[config.mk]
export PLATFORM = sky130hd
export DESIGN_NAME = nrf_spi_master_flat
export DESIGN_NICKNAME = d
export VERILOG_FILES = /design/src/rtl/nrf_spi_if.sv /design/src/rtl/nrf_spi_master.sv /design/src/flat_wrapper.sv
export SDC_FILE = /design/constraint.sdc
export NUM_CORES = 1
export LEC_CHECK = 0
export CORE_UTILIZATION = 46
export DETAILED_ROUTE_END_ITERATION = 10
export GPL_ROUTABILITY_DRIVEN = 0
export GPL_TIMING_DRIVEN = 0
export PLACE_DENSITY = 0.78
export RECOVER_POWER = 25
export SETUP_SLACK_MARGIN = 0.4
export SLEW_MARGIN = 20
export SYNTH_ARGS = -nofsm -noshare
export SYNTH_HDL_FRONTEND = slang
export SYNTH_SLANG_ARGS = --single-unit
[constraint.sdc]
create_clock -name clk_10 -period 2.3 [get_ports clk_10]
set_input_delay 0.345 -clock clk_10 [delete_from_list [all_inputs] [get_ports clk_10]]
set_output_delay 0.345 -clock clk_10 [all_outputs]
set_load 0.02 [all_outputs]
[src/rtl/nrf_spi_if.sv]
// nrf_spi_if: host-side streaming handshake between the radio sequencer and nrf_spi_master
// Signals: start/ch_sel/len request a transaction; tx_data/tx_ready stream bytes out;
// rx_data/rx_valid stream bytes in; busy/done/err report transaction status.
// Modports: master = sequencer side, slave = SPI engine side.
interface nrf_spi_if #(
    parameter int CH_W  = 1,
    parameter int LEN_W = 6
);
    logic             start;
    logic [CH_W-1:0]  ch_sel;
    logic [LEN_W-1:0] len;
    logic [7:0]       tx_data;
    logic             tx_ready;
    logic [7:0]       rx_data;
    logic             rx_valid;
    logic             busy;
    logic             done;
    logic             err;
    modport master (
        output start, ch_sel, len, tx_data,
        input  tx_ready, rx_data, rx_valid, busy, done, err
    );
    modport slave (
        input  start, ch_sel, len, tx_data,
        output tx_ready, rx_data, rx_valid, busy, done, err
    );
endinterface

[src/rtl/nrf_spi_master.sv]
// nrf_spi_master: one SPI mode-0 master engine shared by NUM_CH nRF24L01 radios
// Ports: clk_10/rst (sync, active high); host = nrf_spi_if.slave streaming handshake;
// ce_in -> ce (registered one cycle); csn per radio (active low); sck/mosi shared;
// miso per radio, muxed by the latched channel.
// Optional NRF_SPI_STATUS_CAPTURE_EN adds status[7:0]/status_valid, capturing the
// first received byte (nRF24 STATUS) of every transaction.
module nrf_spi_master #(
    parameter int NUM_CH  = 2,
    parameter int CH_W    = 1,
    parameter int CLK_DIV = 2,
    parameter int MAX_LEN = 33,
    parameter int LEN_W   = 6
) (
    input  logic              clk_10,
    input  logic              rst,
    nrf_spi_if.slave          host,
    input  logic [NUM_CH-1:0] ce_in,
    output logic [NUM_CH-1:0] ce,
    output logic [NUM_CH-1:0] csn,
    output logic              sck,
    output logic              mosi,
    input  logic [NUM_CH-1:0] miso
`ifdef NRF_SPI_STATUS_CAPTURE_EN
    ,
    output logic [7:0]        status,
    output logic              status_valid
`endif
);
    localparam int DIV_W = CLK_DIV > 1 ? $clog2(CLK_DIV) : 1;
    localparam logic [DIV_W-1:0] DIV_LAST = DIV_W'(CLK_DIV - 1);
    typedef enum logic [2:0] {IDLE, SETUP, LOAD, SHIFT, NEXT, HOLD, DONE} state_t;
    state_t            state_q, state_d;
    logic [DIV_W-1:0]  div_q, div_d;
    logic [2:0]        bit_q, bit_d;
    logic              phase_q, phase_d;
    logic              bit_in_q, bit_in_d;
    logic              sck_q, sck_d;
    logic              mosi_q, mosi_d;
    logic              err_q, err_d;
    logic [7:0]        sr_q, sr_d;
    logic [7:0]        rx_q, rx_d;
    logic [CH_W-1:0]   ch_q, ch_d;
    logic [LEN_W-1:0]  rem_q, rem_d;
    logic [NUM_CH-1:0] csn_q, csn_d;
    logic [NUM_CH-1:0] ce_q;
    logic              div_end, load, bad_req, miso_sel;
`ifdef NRF_SPI_STATUS_CAPTURE_EN
    logic [7:0]        status_q, status_d;
    logic              first_q, first_d;
`endif
    assign div_end  = div_q == DIV_LAST;
    // NEXT doubles as LOAD when more bytes remain, so bytes stream back to back
    assign load     = state_q == LOAD || (state_q == NEXT && rem_q != LEN_W'(1));
    assign bad_req  = host.len == '0 || int'(host.len) > MAX_LEN || int'(host.ch_sel) >= NUM_CH;
    assign miso_sel = |(miso & (NUM_CH'(1) << ch_q));
    always_comb begin
        state_d  = state_q;
        div_d    = div_q;
        bit_d    = bit_q;
        phase_d  = phase_q;
        bit_in_d = bit_in_q;
        sck_d    = sck_q;
        mosi_d   = mosi_q;
        err_d    = 1'b0;
        sr_d     = sr_q;
        rx_d     = rx_q;
        ch_d     = ch_q;
        rem_d    = rem_q;
        csn_d    = csn_q;
`ifdef NRF_SPI_STATUS_CAPTURE_EN
        status_d = status_q;
        first_d  = first_q;
`endif
        case (state_q)
            IDLE: begin
                if (host.start && bad_req) begin
                    err_d = 1'b1;
                end else if (host.start) begin
                    ch_d    = host.ch_sel;
                    rem_d   = host.len;
                    csn_d   = ~(NUM_CH'(1) << host.ch_sel);
                    div_d   = '0;
                    state_d = SETUP;
`ifdef NRF_SPI_STATUS_CAPTURE_EN
                    first_d = 1'b1;
`endif
                end
            end
            SETUP: begin
                div_d   = div_end ? '0 : div_q + 1'b1;
                state_d = div_end ? LOAD : SETUP;
            end
            LOAD: ;
            SHIFT: begin
                div_d = div_end ? '0 : div_q + 1'b1;
                if (div_end) begin
                    phase_d = ~phase_q;
                    sck_d   = ~phase_q;
                    // miso is captured on the rising edge but shifted in on the falling edge
                    if (!phase_q) begin
                        bit_in_d = miso_sel;
                    end else begin
                        sr_d  = {sr_q[6:0], bit_in_q};
                        bit_d = bit_q + 1'b1;
                        if (bit_q == 3'd7) begin
                            rx_d    = {sr_q[6:0], bit_in_q};
                            state_d = NEXT;
`ifdef NRF_SPI_STATUS_CAPTURE_EN
                            status_d = first_q ? {sr_q[6:0], bit_in_q} : status_q;
`endif
                        end else begin
                            mosi_d = sr_q[6];
                        end
                    end
                end
            end
            NEXT: begin
                rem_d   = rem_q - 1'b1;
                div_d   = '0;
                state_d = HOLD;
`ifdef NRF_SPI_STATUS_CAPTURE_EN
                first_d = 1'b0;
`endif
            end
            HOLD: begin
                div_d = div_end ? '0 : div_q + 1'b1;
                if (div_end) begin
                    csn_d   = '1;
                    mosi_d  = 1'b0;
                    state_d = DONE;
                end
            end
            DONE:    state_d = IDLE;
            default: state_d = IDLE;
        endcase
        if (load) begin
            sr_d    = host.tx_data;
            mosi_d  = host.tx_data[7];
            div_d   = '0;
            phase_d = 1'b0;
            bit_d   = '0;
            state_d = SHIFT;
        end
    end
    always_ff @(posedge clk_10) begin
        if (rst) begin
            state_q  <= IDLE;
            div_q    <= '0;
            bit_q    <= '0;
            phase_q  <= 1'b0;
            bit_in_q <= 1'b0;
            sck_q    <= 1'b0;
            mosi_q   <= 1'b0;
            err_q    <= 1'b0;
            sr_q     <= '0;
            rx_q     <= '0;
            ch_q     <= '0;
            rem_q    <= '0;
            csn_q    <= '1;
            ce_q     <= '0;
`ifdef NRF_SPI_STATUS_CAPTURE_EN
            status_q <= '0;
            first_q  <= 1'b0;
`endif
        end else begin
            state_q  <= state_d;
            div_q    <= div_d;
            bit_q    <= bit_d;
            phase_q  <= phase_d;
            bit_in_q <= bit_in_d;
            sck_q    <= sck_d;
            mosi_q   <= mosi_d;
            err_q    <= err_d;
            sr_q     <= sr_d;
            rx_q     <= rx_d;
            ch_q     <= ch_d;
            rem_q    <= rem_d;
            csn_q    <= csn_d;
            ce_q     <= ce_in;
`ifdef NRF_SPI_STATUS_CAPTURE_EN
            status_q <= status_d;
            first_q  <= first_d;
`endif
        end
    end
    assign host.tx_ready = load;
    assign host.rx_valid = state_q == NEXT;
    assign host.rx_data  = rx_q;
    assign host.busy     = state_q != IDLE && state_q != DONE;
    assign host.done     = state_q == DONE || err_q;
    assign host.err      = err_q;
    assign ce            = ce_q;
    assign csn           = csn_q;
    assign sck           = sck_q;
    assign mosi          = mosi_q;
`ifdef NRF_SPI_STATUS_CAPTURE_EN
    assign status        = status_q;
    assign status_valid  = state_q == NEXT && first_q;
`endif
endmodule

[src/flat_wrapper.sv]
// flat-port wrapper written by rule: the top's interface ports become plain ports
module nrf_spi_master_flat 
#(
    parameter int NUM_CH  = 2,
    parameter int CH_W    = 1,
    parameter int CLK_DIV = 2,
    parameter int MAX_LEN = 33,
    parameter int LEN_W   = 6
)
  (clk_10, rst, ce_in, ce, csn, sck, mosi, miso, host_start, host_ch_sel, host_len, host_tx_data, host_tx_ready, host_rx_data, host_rx_valid, host_busy, host_done, host_err);
  nrf_spi_if #(.CH_W(CH_W), .LEN_W(LEN_W)) host_i ();
  input  logic clk_10;
  input  logic rst;
  input  logic [NUM_CH-1:0] ce_in;
  output logic [NUM_CH-1:0] ce;
  output logic [NUM_CH-1:0] csn;
  output logic sck;
  output logic mosi;
  input  logic [NUM_CH-1:0] miso;
  input wire logic [$bits(host_i.start)-1:0] host_start;
  input wire logic [$bits(host_i.ch_sel)-1:0] host_ch_sel;
  input wire logic [$bits(host_i.len)-1:0] host_len;
  input wire logic [$bits(host_i.tx_data)-1:0] host_tx_data;
  output wire logic [$bits(host_i.tx_ready)-1:0] host_tx_ready;
  output wire logic [$bits(host_i.rx_data)-1:0] host_rx_data;
  output wire logic [$bits(host_i.rx_valid)-1:0] host_rx_valid;
  output wire logic [$bits(host_i.busy)-1:0] host_busy;
  output wire logic [$bits(host_i.done)-1:0] host_done;
  output wire logic [$bits(host_i.err)-1:0] host_err;
  assign host_i.start = host_start;
  assign host_i.ch_sel = host_ch_sel;
  assign host_i.len = host_len;
  assign host_i.tx_data = host_tx_data;
  assign host_tx_ready = host_i.tx_ready;
  assign host_rx_data = host_i.rx_data;
  assign host_rx_valid = host_i.rx_valid;
  assign host_busy = host_i.busy;
  assign host_done = host_i.done;
  assign host_err = host_i.err;
  nrf_spi_master #(.NUM_CH(NUM_CH), .CH_W(CH_W), .CLK_DIV(CLK_DIV), .MAX_LEN(MAX_LEN), .LEN_W(LEN_W)) u_core (.clk_10(clk_10), .rst(rst), .host(host_i), .ce_in(ce_in), .ce(ce), .csn(csn), .sck(sck), .mosi(mosi), .miso(miso));
endmodule
==> results of run 1 <==
synth_stat cells (2+ instances only):
master     count  area share
o2111ai_1      2      0.0093
and3_1         2      0.0066
buf_2          2      0.0053
a221oi_1       3       0.014
ha_1           4       0.027
nand2_1       12       0.024
nor3_1         2      0.0053
a211oi_1      11       0.044
nor2_1        26       0.052
xnor2_1        2      0.0093
a21oi_1       13       0.035
o31a_1         2      0.0093
mux2i_1       18       0.096
or2_2          2      0.0066
o311ai_0       4       0.019
nor2b_1        6       0.020
o211ai_1       4       0.016
nand3_1        2      0.0053
nand2b_1       4       0.013
o21ai_0        5       0.013
dfxtp_1       38        0.40
o31ai_1        3       0.012
inv_1          9       0.018
clkbuf_1       9       0.018
and2_1         2      0.0066
registers in the layout, summed over array words and instances, names as in the netlist:
register / cells
u_core.csn: 2
u_core.mosi: 1
u_core.state_q: 3
u_core.ce: 2
u_core.sr_q: 7
u_core.sck: 1
u_core.host.err: 1
u_core.ch_q: 1
u_core.bit_q: 3
u_core.div_end: 1
u_core.host.rx_data: 8
u_core.bit_in_q: 1
u_core.phase_q: 1
u_core.rem_q: 6
worst max-delay path, stage by stage (launching register included):
cell,delay [ps]
dfxtp_2,350
inv_2,40
ha_1,170
nor2b_2,150
a311o_1,280
buf_6,130
buf_8,110
inv_2,40
buf_6,100
worst max path at each step:
stage,end,startpoint,slack [ps],cells after the start
final,host_tx_ready,u_core.rem_q[1]$_SDFFE_PP0P_,300,8
after global routing,host_tx_ready,u_core.rem_q[1]$_SDFFE_PP0P_,240,8
after CTS,host_tx_ready,u_core.rem_q[1]$_SDFFE_PP0P_,320,8
after detailed placement,host_tx_ready,u_core.rem_q[2]$_SDFFE_PP0P_,-280,6
after global placement,host_tx_ready,u_core.rem_q[1]$_SDFFE_PP0P_,-260,8
after floorplan,u_core.rem_q[0]$_SDFFE_PP0P_,host_len[4],420,5
logic make-up after synthesis:
kind of cell             after synthesis  synth area share
multiplexers                          18            0.0957
AO/OA/AOI/OAI                         60             0.234
adder cells (fa/ha/maj)                4            0.0266
buffers and inverters                 22            0.0492
XOR/XNOR                               3            0.0140
AND/OR/NAND/NOR                       67             0.176
flip-flops                            38             0.404
per-layer routing:
layer / wire [um] / up-vias / track usage
li1: - / 887 / -
met1: 2090 / 808 / 0.297
met2: 2150 / 54 / 0.366
met3: 302 / 6 / 0.0569
met4: 46 / 0 / 0.0532
met5: 0 / - / 0
power by group through the flow:
stage                     clock network [W]  registers [W]  logic [W]
after CTS                          0.000457       0.000698   0.000212
after floorplan                           0       0.000716   0.000110
after global routing               0.000482       0.000699   0.000241
after detailed placement                  0       0.000713   0.000203
after global placement                    0       0.000712   0.000201
final                              0.000445       0.000696   0.000220
final cells by class:
type                    count  area (sq um)
plain buffers              13          88.8
well taps                  48          60.1
inverters                   9          36.3
multi-input cells         152          1070
flip-flops and latches     38           773
fillers                   322          1240
clock buffers               6          82.6
repair buffers             48           450
what timing repair did:
item / 4_1_cts / 5_1_grt
gates resized for setup: 40 / 17
endpoints found under the setup margin: 29 / 15
setup buffers: 5 / 3
pin swaps: 2 / 1
metrics by stage:
stage                      util  cell area [sq um]  power, W  setup TNS, ps
final                     0.674               2560   0.00136              0
after global routing      0.674               2560   0.00142              0
after CTS                 0.657               2500   0.00137              0
after detailed placement  0.617               2340  0.000917           -845
after global placement    0.617               2340  0.000913           -759
after floorplan               -               1880  0.000826              0
layout by cell type, fill, tap and decap left out, types with 2 or more instances in the layout:
cell type and n:
a211oi_1 11, a21oi_1 12, a221oi_1 3, and2_1 2, and3_1 2, buf_4 9, buf_6 4, clkbuf_1 4
clkbuf_2 5, clkbuf_8 6, clkdlybuf4s15_1 2, clkdlybuf4s50_1 21, dfxtp_1 34, dfxtp_4 3, dlygate4sd2_1 3, dlygate4sd3_1 11
ha_1 4, inv_1 6, inv_2 2, mux2i_1 18, nand2_1 12, nand2b_1 3, nand3_1 2, nor2_1 26
nor2b_1 5, o2111ai_1 2, o211ai_1 4, o21ai_0 5, o311ai_0 3, o31a_1 2, o31ai_1 3, or2_2 2
or4_4 2, xnor2_1 2
==> run metrics, run 1 <==
status finished clean; crit path capture type output pin; starting density of the core 0.495; Hold Path Origin host_len[4]; CP Max Fanout 2; WS Path Type register to output pin; largest net degree at the start of global routing 11; Inserted Clock Buffers 5; DR vias approximately 1,800; clock root buffer clkbuf_8; core area ~3800 sq um; hold crit path type input pin to register; cell area after synthesis roughly 1900 sq um; VDD IR max ~0.40 mV; first-pass detailed-route iteration total 4; Critical Path RT a little under 2000 ps; CTS Sinks 38; Iteration-0 DRC Markers between 100 and 150; final hold violations 0; reg2reg setup slack 430 ps; Most used DFF post-synth dfxtp_1; max_slew headroom 0.606; Clock transition at path regs 80 ps; PortBufs 40; # IOs 41; switch share 0.254; GRT Residual Overflow 0; Clk Latency, worst-skew pair 280 ps; TritonCTS clock tree built; Post-Syn Area per Cell approximately 8.9 sq um; Static Leak between 1 and 1.5 nW; vias in the first global route around 1,700; hold depth 3; std cell rows 22; Syn Inst Count between 200 and 250; Slew Viols, Final 0; fin crit share 0.872; EDFF count, synth 0; die height around 66 um; worst r2r path cells 7; clock tree buffer depth 2; internal power between 0.001 and 0.0015 W; Setup WS pre-CTS -279 ps; nets between 200 and 300; Mapped Nets approximately 240; Logic pwr share 0.162; share of cells above drive strength 1 0.173; maxcap violations 0; die area between 4000 and 5000 sq um; Synth Register Bits 38; Inst Count DP 300; Yosys cell types 50; type of origin of the critical path register; Pwr per Cell Area about 530 nW/um^2; Tmin final between 2000 and 2500 ps; global-route wire length before repair 7.62 mm; antenna diode count 0; Finished Layout Cells roughly 310; Area Growth Syn to Fin 36.0%; # H-tree levels 2; Avg Vias per Cell 5.59; Worst Hold End u_core.rem_q[4]$_SDFFE_PP0P_; Highest Clock Rate between 0.4 and 0.5 GHz; setup slack after layout 295 ps; WHS between 400 and 500 ps; wire per inst 14.6 um; Finish-stage setup viols 0; CP arrival between 1500 and 2000 ps; DRC viols 0; post-route ant nets 0; reg2reg end u_core.sr_q[6]$_SDFFE_PP0P_; hold_buf cts 0; Total GRT Usage 0.225; antenna violations before repair 0; RSZ-0062 raised after global routing true; share of synthesized registers carrying an async set or reset 0; share of power burned in registers 0.511; yosys warns 0; Slew @ Worst Pin around 590 ps; Clk pwr share 0.327; final WL approximately 4.6 mm; Worst Skew around 9 ps; DPL Wire Length ~3.2 mm; sequential area share after synthesis 0.404; reg-to-reg startpoint u_core.state_q[0]$_SDFFE_PP0P_; Net Sw Power 0.000345 W; Die Width 66.0 um
No activity file was read; power rests on OpenSTA's default activity.
==> run 2: changes to the inputs <==
SLEW_MARGIN = default   (was 20)
==> results of run 2 <==
No change in the layout: final DEF, timing and power equal those of run 1.
